## src/rtl/decode_issue_ctrl_if.sv

```systemverilog
// Purpose: bundles the fetch, decoder, execute, writeback and status signals
//          of the decode/issue controller.
// Modports:
//   master - the controller: takes the fetch offer, decoder fields, execute
//            ready, writeback and flush; drives if_ready, dec_instr, ex_valid,
//            ex_instr_bus, busy_mask and stall_cnt.
//   slave  - the surrounding core (fetch, decoder, execute, writeback).
// Parameter: STALL_W - width of the stall counter, must match the controller.
interface decode_issue_ctrl_if #(
    parameter int unsigned STALL_W = 16
) ();
    logic               if_valid;
    logic [31:0]        if_instr;
    logic               if_ready;
    logic [31:0]        dec_instr;
    logic [4:0]         dec_rs1;
    logic [4:0]         dec_rs2;
    logic [4:0]         dec_rd;
    logic               dec_rs1_valid;
    logic               dec_rs2_valid;
    logic               dec_rd_valid;
    logic [36:0]        dec_instr_bus;
    logic               ex_valid;
    logic [36:0]        ex_instr_bus;
    logic               ex_ready;
    logic               wb_valid;
    logic [4:0]         wb_rd;
    logic               flush;
    logic [31:0]        busy_mask;
    logic [STALL_W-1:0] stall_cnt;

    modport master (
        input  if_valid, if_instr,
        output if_ready, dec_instr,
        input  dec_rs1, dec_rs2, dec_rd,
        input  dec_rs1_valid, dec_rs2_valid, dec_rd_valid, dec_instr_bus,
        output ex_valid, ex_instr_bus,
        input  ex_ready,
        input  wb_valid, wb_rd, flush,
        output busy_mask, stall_cnt
    );

    modport slave (
        output if_valid, if_instr,
        input  if_ready, dec_instr,
        output dec_rs1, dec_rs2, dec_rd,
        output dec_rs1_valid, dec_rs2_valid, dec_rd_valid, dec_instr_bus,
        input  ex_valid, ex_instr_bus,
        output ex_ready,
        output wb_valid, wb_rd, flush,
        input  busy_mask, stall_cnt
    );
endinterface

```

## src/rtl/decode_issue_ctrl.sv

```systemverilog
// Purpose: multi-cycle sequencer between fetch and execute. Accepts one
//          instruction, holds it on dec_instr for DEC_LAT cycles while the
//          decoder works, checks the decoded register fields against a
//          32-entry write-pending scoreboard, then offers the decoded bus to
//          execute. Scoreboard bits are set at issue and cleared by writeback.
// Ports:
//   clk  - clock, rising edge
//   rst  - asynchronous reset, active-high
//   bus  - decode_issue_ctrl_if.master (fetch/decoder/execute/writeback/status)
// Parameters:
//   DEC_LAT - decoder latency in cycles, 0..3 (0 = combinational decoder)
//   STALL_W - width of the saturating hazard-stall counter
// Build option:
//   WB_BYPASS_EN - when defined, the hazard check ignores the busy bit being
//                  cleared by writeback in the same cycle.
module decode_issue_ctrl #(
    parameter int unsigned DEC_LAT = 1,
    parameter int unsigned STALL_W = 16
) (
    input  logic                clk,
    input  logic                rst,
    decode_issue_ctrl_if.master bus
);

    localparam int unsigned INSTR_W = 32;
    localparam int unsigned BUS_W   = 37;
    localparam int unsigned REG_W   = 5;
    localparam int unsigned NREG    = 32;
    localparam int unsigned CNT_W   = 2;

    typedef enum logic [1:0] {
        IDLE  = 2'd0,
        DEC   = 2'd1,
        CHECK = 2'd2,
        ISSUE = 2'd3
    } state_t;

    state_t             state;
    state_t             state_next;
    logic [CNT_W-1:0]   lat_cnt;
    logic [CNT_W-1:0]   lat_cnt_next;

    logic [INSTR_W-1:0] dec_instr_q;
    logic [BUS_W-1:0]   ex_bus_q;
    logic               ex_valid_q;
    logic [REG_W-1:0]   iss_rd_q;
    logic               iss_rd_valid_q;
    logic [NREG-1:0]    busy_q;
    logic [NREG-1:0]    busy_next;
    logic [NREG-1:0]    busy_chk;
    logic [NREG-1:0]    wb_clr;
    logic [NREG-1:0]    iss_set;
    logic [STALL_W-1:0] stall_q;

    logic               accept;
    logic               pass;
    logic               issue_fire;
    logic               hazard;

    // Fetch may only hand over an instruction while idle and not being flushed.
    assign bus.if_ready     = (state == IDLE) && !bus.flush;
    assign bus.dec_instr    = dec_instr_q;
    assign bus.ex_valid     = ex_valid_q;
    assign bus.ex_instr_bus = ex_bus_q;
    assign bus.busy_mask    = busy_q;
    assign bus.stall_cnt    = stall_q;

    // One-hot of the register retired by writeback this cycle.
    always_comb begin
        wb_clr = '0;
        if (bus.wb_valid) begin
            wb_clr = NREG'(1) << bus.wb_rd;
        end
    end

    // Scoreboard view used by the hazard check.
    always_comb begin
`ifdef WB_BYPASS_EN
        busy_chk = busy_q & ~wb_clr;
`else
        busy_chk = busy_q;
`endif
    end

    always_comb begin
        hazard = (bus.dec_rs1_valid && busy_chk[bus.dec_rs1])
              || (bus.dec_rs2_valid && busy_chk[bus.dec_rs2])
              || (bus.dec_rd_valid  && busy_chk[bus.dec_rd]);
    end

    // Next-state and handshake decode.
    always_comb begin
        state_next   = state;
        lat_cnt_next = lat_cnt;
        accept       = 1'b0;
        pass         = 1'b0;
        issue_fire   = 1'b0;
        if (bus.flush) begin
            state_next   = IDLE;
            lat_cnt_next = '0;
        end else begin
            case (state)
                IDLE: begin
                    if (bus.if_valid) begin
                        accept = 1'b1;
                        if (DEC_LAT == 32'd0) begin
                            state_next = CHECK;
                        end else begin
                            state_next   = DEC;
                            lat_cnt_next = CNT_W'(DEC_LAT);
                        end
                    end
                end
                DEC: begin
                    // Counter is loaded with DEC_LAT, so DEC lasts exactly DEC_LAT cycles.
                    lat_cnt_next = lat_cnt - CNT_W'(1);
                    if (lat_cnt == CNT_W'(1)) begin
                        state_next = CHECK;
                    end
                end
                CHECK: begin
                    if (!hazard) begin
                        pass       = 1'b1;
                        state_next = ISSUE;
                    end
                end
                ISSUE: begin
                    if (bus.ex_ready) begin
                        issue_fire = 1'b1;
                        state_next = IDLE;
                    end
                end
                default: begin
                    state_next = IDLE;
                end
            endcase
        end
    end

    // Scoreboard update: writeback clears, issue sets (set wins), x0 never busy.
    always_comb begin
        iss_set = '0;
        if (issue_fire && iss_rd_valid_q && (iss_rd_q != '0)) begin
            iss_set = NREG'(1) << iss_rd_q;
        end
        busy_next    = (busy_q & ~wb_clr) | iss_set;
        busy_next[0] = 1'b0;
    end

    // State register.
    always_ff @(posedge clk or posedge rst) begin
        if (rst) begin
            state   <= IDLE;
            lat_cnt <= '0;
        end else begin
            state   <= state_next;
            lat_cnt <= lat_cnt_next;
        end
    end

    // Datapath registers.
    always_ff @(posedge clk or posedge rst) begin
        if (rst) begin
            dec_instr_q    <= '0;
            ex_bus_q       <= '0;
            ex_valid_q     <= 1'b0;
            iss_rd_q       <= '0;
            iss_rd_valid_q <= 1'b0;
            busy_q         <= '0;
            stall_q        <= '0;
        end else begin
            if (accept) begin
                dec_instr_q <= bus.if_instr;
            end
            // rd is captured with the bus so the scoreboard set does not depend
            // on the decoder outputs staying valid during ISSUE.
            if (pass) begin
                ex_bus_q       <= bus.dec_instr_bus;
                iss_rd_q       <= bus.dec_rd;
                iss_rd_valid_q <= bus.dec_rd_valid;
            end
            ex_valid_q <= (state_next == ISSUE);
            busy_q     <= busy_next;
            if ((state == CHECK) && hazard && (stall_q != {STALL_W{1'b1}})) begin
                stall_q <= stall_q + STALL_W'(1);
            end
        end
    end

endmodule

```

## src/flat_wrapper.sv

```systemverilog
// flat-port wrapper written by rule: the top's interface ports become plain ports
module decode_issue_ctrl_flat 
#(
    parameter int unsigned DEC_LAT = 1,
    parameter int unsigned STALL_W = 16
)
  (clk, rst, bus_if_valid, bus_if_instr, bus_if_ready, bus_dec_instr, bus_dec_rs1, bus_dec_rs2, bus_dec_rd, bus_dec_rs1_valid, bus_dec_rs2_valid, bus_dec_rd_valid, bus_dec_instr_bus, bus_ex_valid, bus_ex_instr_bus, bus_ex_ready, bus_wb_valid, bus_wb_rd, bus_flush, bus_busy_mask, bus_stall_cnt);
  decode_issue_ctrl_if #(.STALL_W(STALL_W)) bus_i ();
  input  logic clk;
  input  logic rst;
  input wire logic [$bits(bus_i.if_valid)-1:0] bus_if_valid;
  input wire logic [$bits(bus_i.if_instr)-1:0] bus_if_instr;
  output wire logic [$bits(bus_i.if_ready)-1:0] bus_if_ready;
  output wire logic [$bits(bus_i.dec_instr)-1:0] bus_dec_instr;
  input wire logic [$bits(bus_i.dec_rs1)-1:0] bus_dec_rs1;
  input wire logic [$bits(bus_i.dec_rs2)-1:0] bus_dec_rs2;
  input wire logic [$bits(bus_i.dec_rd)-1:0] bus_dec_rd;
  input wire logic [$bits(bus_i.dec_rs1_valid)-1:0] bus_dec_rs1_valid;
  input wire logic [$bits(bus_i.dec_rs2_valid)-1:0] bus_dec_rs2_valid;
  input wire logic [$bits(bus_i.dec_rd_valid)-1:0] bus_dec_rd_valid;
  input wire logic [$bits(bus_i.dec_instr_bus)-1:0] bus_dec_instr_bus;
  output wire logic [$bits(bus_i.ex_valid)-1:0] bus_ex_valid;
  output wire logic [$bits(bus_i.ex_instr_bus)-1:0] bus_ex_instr_bus;
  input wire logic [$bits(bus_i.ex_ready)-1:0] bus_ex_ready;
  input wire logic [$bits(bus_i.wb_valid)-1:0] bus_wb_valid;
  input wire logic [$bits(bus_i.wb_rd)-1:0] bus_wb_rd;
  input wire logic [$bits(bus_i.flush)-1:0] bus_flush;
  output wire logic [$bits(bus_i.busy_mask)-1:0] bus_busy_mask;
  output wire logic [$bits(bus_i.stall_cnt)-1:0] bus_stall_cnt;
  assign bus_i.if_valid = bus_if_valid;
  assign bus_i.if_instr = bus_if_instr;
  assign bus_if_ready = bus_i.if_ready;
  assign bus_dec_instr = bus_i.dec_instr;
  assign bus_i.dec_rs1 = bus_dec_rs1;
  assign bus_i.dec_rs2 = bus_dec_rs2;
  assign bus_i.dec_rd = bus_dec_rd;
  assign bus_i.dec_rs1_valid = bus_dec_rs1_valid;
  assign bus_i.dec_rs2_valid = bus_dec_rs2_valid;
  assign bus_i.dec_rd_valid = bus_dec_rd_valid;
  assign bus_i.dec_instr_bus = bus_dec_instr_bus;
  assign bus_ex_valid = bus_i.ex_valid;
  assign bus_ex_instr_bus = bus_i.ex_instr_bus;
  assign bus_i.ex_ready = bus_ex_ready;
  assign bus_i.wb_valid = bus_wb_valid;
  assign bus_i.wb_rd = bus_wb_rd;
  assign bus_i.flush = bus_flush;
  assign bus_busy_mask = bus_i.busy_mask;
  assign bus_stall_cnt = bus_i.stall_cnt;
  decode_issue_ctrl #(.DEC_LAT(DEC_LAT), .STALL_W(STALL_W)) u_core (.clk(clk), .rst(rst), .bus(bus_i));
endmodule
```

## config.mk

```make
export PLATFORM = sky130hd
export DESIGN_NAME = decode_issue_ctrl_flat
export DESIGN_NICKNAME = d
export VERILOG_FILES = /design/src/rtl/decode_issue_ctrl_if.sv /design/src/rtl/decode_issue_ctrl.sv /design/src/flat_wrapper.sv
export SDC_FILE = /design/constraint.sdc
export NUM_CORES = 1
export LEC_CHECK = 0
export BUFFER_PORTS_ARGS = -buffer_cell sky130_fd_sc_hd__buf_2
export CAP_MARGIN = 20
export CORE_MARGIN = 2
export CORE_UTILIZATION = 50
export DETAILED_ROUTE_END_ITERATION = 10
export GPL_TIMING_DRIVEN = 0
export HOLD_SLACK_MARGIN = 0.15
export MAX_ROUTING_LAYER = met4
export PLACE_DENSITY = 0.76
export SLEW_MARGIN = 15
export SYNTH_ARGS = -nofsm -noshare
export SYNTH_HDL_FRONTEND = slang
export SYNTH_SLANG_ARGS = --single-unit
```

## constraint.sdc

```tcl
create_clock -name clk -period 4.5 [get_ports clk]
set_clock_uncertainty 0.1 [all_clocks]
set_input_delay 0.225 -clock clk [delete_from_list [all_inputs] [get_ports clk]]
set_output_delay 0.225 -clock clk [all_outputs]
set_load 0.03 [all_outputs]
```

==> qor.yml <==
status: "completed"
setup_viol: 0
clock_sinks: 127
place_inst: 819
first_pass_iters: 5
regToRegSetupSlack_ns: 1.13
max_cap_viol_count: 0
synth_fp_nets: 563
pwr-share-seq: 0.382
grt_overflow: 0
vias: 5224
combPwrFrac: 0.319
ctsLongestPathBuffers: 2
worst_ep_arrival_time_ns: 3.70
clock_tree.root_cell: "clkbuf_16"
p_leak_uw: 0.00417
fin_cells: 930
ant_nets: 0
port-buffer-count: 208
die_width_um: 114
pin_count: 217
slew_violations: 0
rows: 40
start_util: 0.507
drt_iter0_markers: 341
critPathLaunch: "bus_dec_rd[1]"
place_hpwl_mm: 11.5
track_usage: 0.286
yosysUniqueCellTypes: 40
synth_flop_cell: "dfrtp_1"
criticalPathCategory: "in2reg"
postSynthCellCount: 463
seq_area_frac_synth: 0.529
stdcell_area_mm2: 0.00860
whs_path_depth: 2
grt_pass1_vias: 5348
antenna_found_initial: 1
wl_per_cell_um: 18.5
min_period_ns: 3.51
nets: 870
r2r_start: "u_core.bus.busy_mask[12]"
switchingPower_uw: 1470
r2r_cells: 9
dpl_cell_area_mm2: 0.00727
fin_crit_sh: 0.781
clk_pin_slew_ns: 0.05
end_kind: "register"
switching_share: 0.353
r2r_end: "u_core.bus.ex_instr_bus[2]"
ir_worst_vdd_mv: 0.375
max_freq_mhz: 285
endpoint: "u_core.bus.ex_instr_bus[2]"
cp.required_ns: 4.68
worst_pin_slew_ns: 0.560
grt_pass1_wl_mm: 27.5
fp.coreArea_mm2: 0.0119
dieHeight_um: 114
drive_gt1_frac: 0.423
hold_class: "in2reg"
pwr-share-clk: 0.299
async_flop_share: 1.00
hold_viol: 0
insertion_delay_ns: 0.41
areaGrowthSynthToFinish_pct: 43.0
yosys_register_bits: 127
gp_congestion: 0.908
grt_max_degree: 87
syn_area_per_cell_um2: 13.0
slew_headroom: 0.627
synth_edf_count: 0
drt_wl_total_mm: 17.2
cts_setup_buffers: 0
yosysWarnings: 0
p_int_uw: 2710
cellPowerDensity_mw_per_mm2: 486
die-area_mm2: 0.0129
layout_setup_ws_ns: 0.986
vias_per_cell: 5.62
rsz0062_at_grt: "no"
drcViolationCount: 0
htree_levels: 4
post-place-ws_ns: 1.08
cts_buffers: 17
crit_fanout: 10
syn-cell-area_mm2: 0.00601
total_power_uw: 4180
cts_tree: "built"
start_kind: "input pin"
## registers in the layout, indices dropped and copies added, names as in the netlist
register	flops
u_core.bus.ex_instr_bus	37
u_core.bus.dec_instr	32
u_core.bus.busy_mask	31
u_core.bus.stall_cnt	16
u_core.iss_rd_q	5
u_core.lat_cnt	2
u_core.state	2
u_core.bus.ex_valid	1
u_core.iss_rd_valid_q	1
## synthesized netlist by cell type, types with 4 or more instances
master    instances  share of area
and2_1            4         0.0042
and3_1            7         0.0073
buf_6             5         0.0094
clkbuf_1          8         0.0050
dfrtp_1         127           0.53
inv_1             6         0.0037
mux2_1           20          0.037
mux2_2           38          0.071
mux2_4           20          0.050
mux2i_1          13          0.022
mux4_2           20          0.075
nand2_1          21          0.013
nand3_1          18          0.015
nand3b_1          8          0.010
nand4_1           9         0.0094
nor2_1           10         0.0062
nor2b_1           5         0.0052
nor3_1            6         0.0050
o21ai_0          65          0.054
or3_1             5         0.0052
xnor2_1          15          0.022
## worst min path at each step
stage / from / end
6_report: bus_dec_rd[0] / u_core.iss_rd_q[0]
3_5_place_dp: rst / u_core.bus.dec_instr[1]
5_1_grt: bus_wb_valid / u_core.bus.busy_mask[23]
3_3_place_gp: bus_dec_instr_bus[31] / u_core.bus.ex_instr_bus[31]
2_1_floorplan: bus_flush / u_core.lat_cnt[0]
4_1_cts: bus_wb_valid / u_core.bus.busy_mask[23]
## area by class of cell
type	instances	area, um^2
fillers	821	3260
flip-flops and latches	127	3180
multi-input cells	310	2690
repair buffers	288	1860
clock buffers	23	468
well taps	147	184
plain buffers	20	120
clock inverters	8	65.1
inverters	6	27.5
diodes	1	2.50
## repair_timing
action                                  in CTS  in global routing
endpoints found under the setup margin       0                  0
hold endpoints to repair                   124                  0
resized for setup                            0                  0
hold buffers                                79                  0
## power by group through the flow
| stage | clock [uW] | sequential, uW | combinational, uW |
|---|---|---|---|
| after detailed placement | 0 | 1600 | 1270 |
| after global placement | 0 | 1580 | 1250 |
| final | 1250 | 1600 | 1330 |
| after CTS | 1270 | 1590 | 1330 |
| after global routing | 1320 | 1630 | 1410 |
| after floorplan | 0 | 2060 | 390 |
## cell families (layout without fill, tap and decap cells)
family | Yosys count | in the layout | synth area share
AO/OA/AOI/OAI | 77 | 77 | 0.0716
XOR/XNOR | 15 | 15 | 0.0218
adder cells (fa/ha/maj) | 2 | 2 | 0.00416
buffers and inverters | 26 | 345 | 0.0237
flip-flops | 127 | 127 | 0.529
multiplexers | 111 | 111 | 0.255
other | 1 | 2 | 0.000624
AND/OR/NAND/NOR | 104 | 104 | 0.0945
## routing by layer
metal / track usage / wire length [um]
met5: - / 0
met4: 0.120 / 477
met3: 0.0723 / 1250
met2: 0.462 / 8650
met1: 0.345 / 6830
## metrics by stage
| stage | setup TNS, ns | hold WS (ns) | util |
|---|---|---|---|
| after detailed placement | 0 | 0.162 | 0.613 |
| after global placement | -49.23 | 0.338 | 0.610 |
| final | 0 | 0.167 | 0.725 |
| after global routing | 0 | 0.180 | 0.725 |
| after floorplan | 0 | 0.188 | - |
| after CTS | 0 | 0.154 | 0.725 |
## placed cells by master (no fill, tap or decap), types with 6 or more instances in the layout
master | netlist | routed
dfrtp_1 | 127 | 127
nand2_1 | 21 | 21
nand3b_1 | 8 | 8
nand4_1 | 9 | 9
mux2i_1 | 13 | 13
o21ai_0 | 65 | 65
clkbuf_1 | 8 | 12
clkinv_2 | 0 | 7
and3_1 | 7 | 7
nor2_1 | 10 | 10
xnor2_1 | 15 | 15
nand3_1 | 18 | 18
dlygate4sd3_1 | 0 | 79
mux2_1 | 20 | 20
buf_2 | 3 | 211
clkbuf_16 | 0 | 17
mux2_4 | 20 | 20
mux4_2 | 20 | 20
mux2_2 | 38 | 38
nor3_1 | 6 | 6
## worst max-delay path, cell delays in order
cell	delay, ns
dlygate4sd3_1	0.56
buf_6	0.18
mux4_2	0.50
mux2i_1	0.18
nor3b_1	0.08
o41ai_2	0.44
o2111ai_2	0.39
or3_1	0.44
buf_2	0.20
buf_6	0.17
mux2_1	0.32
Power figures use the tool's default switching activity.
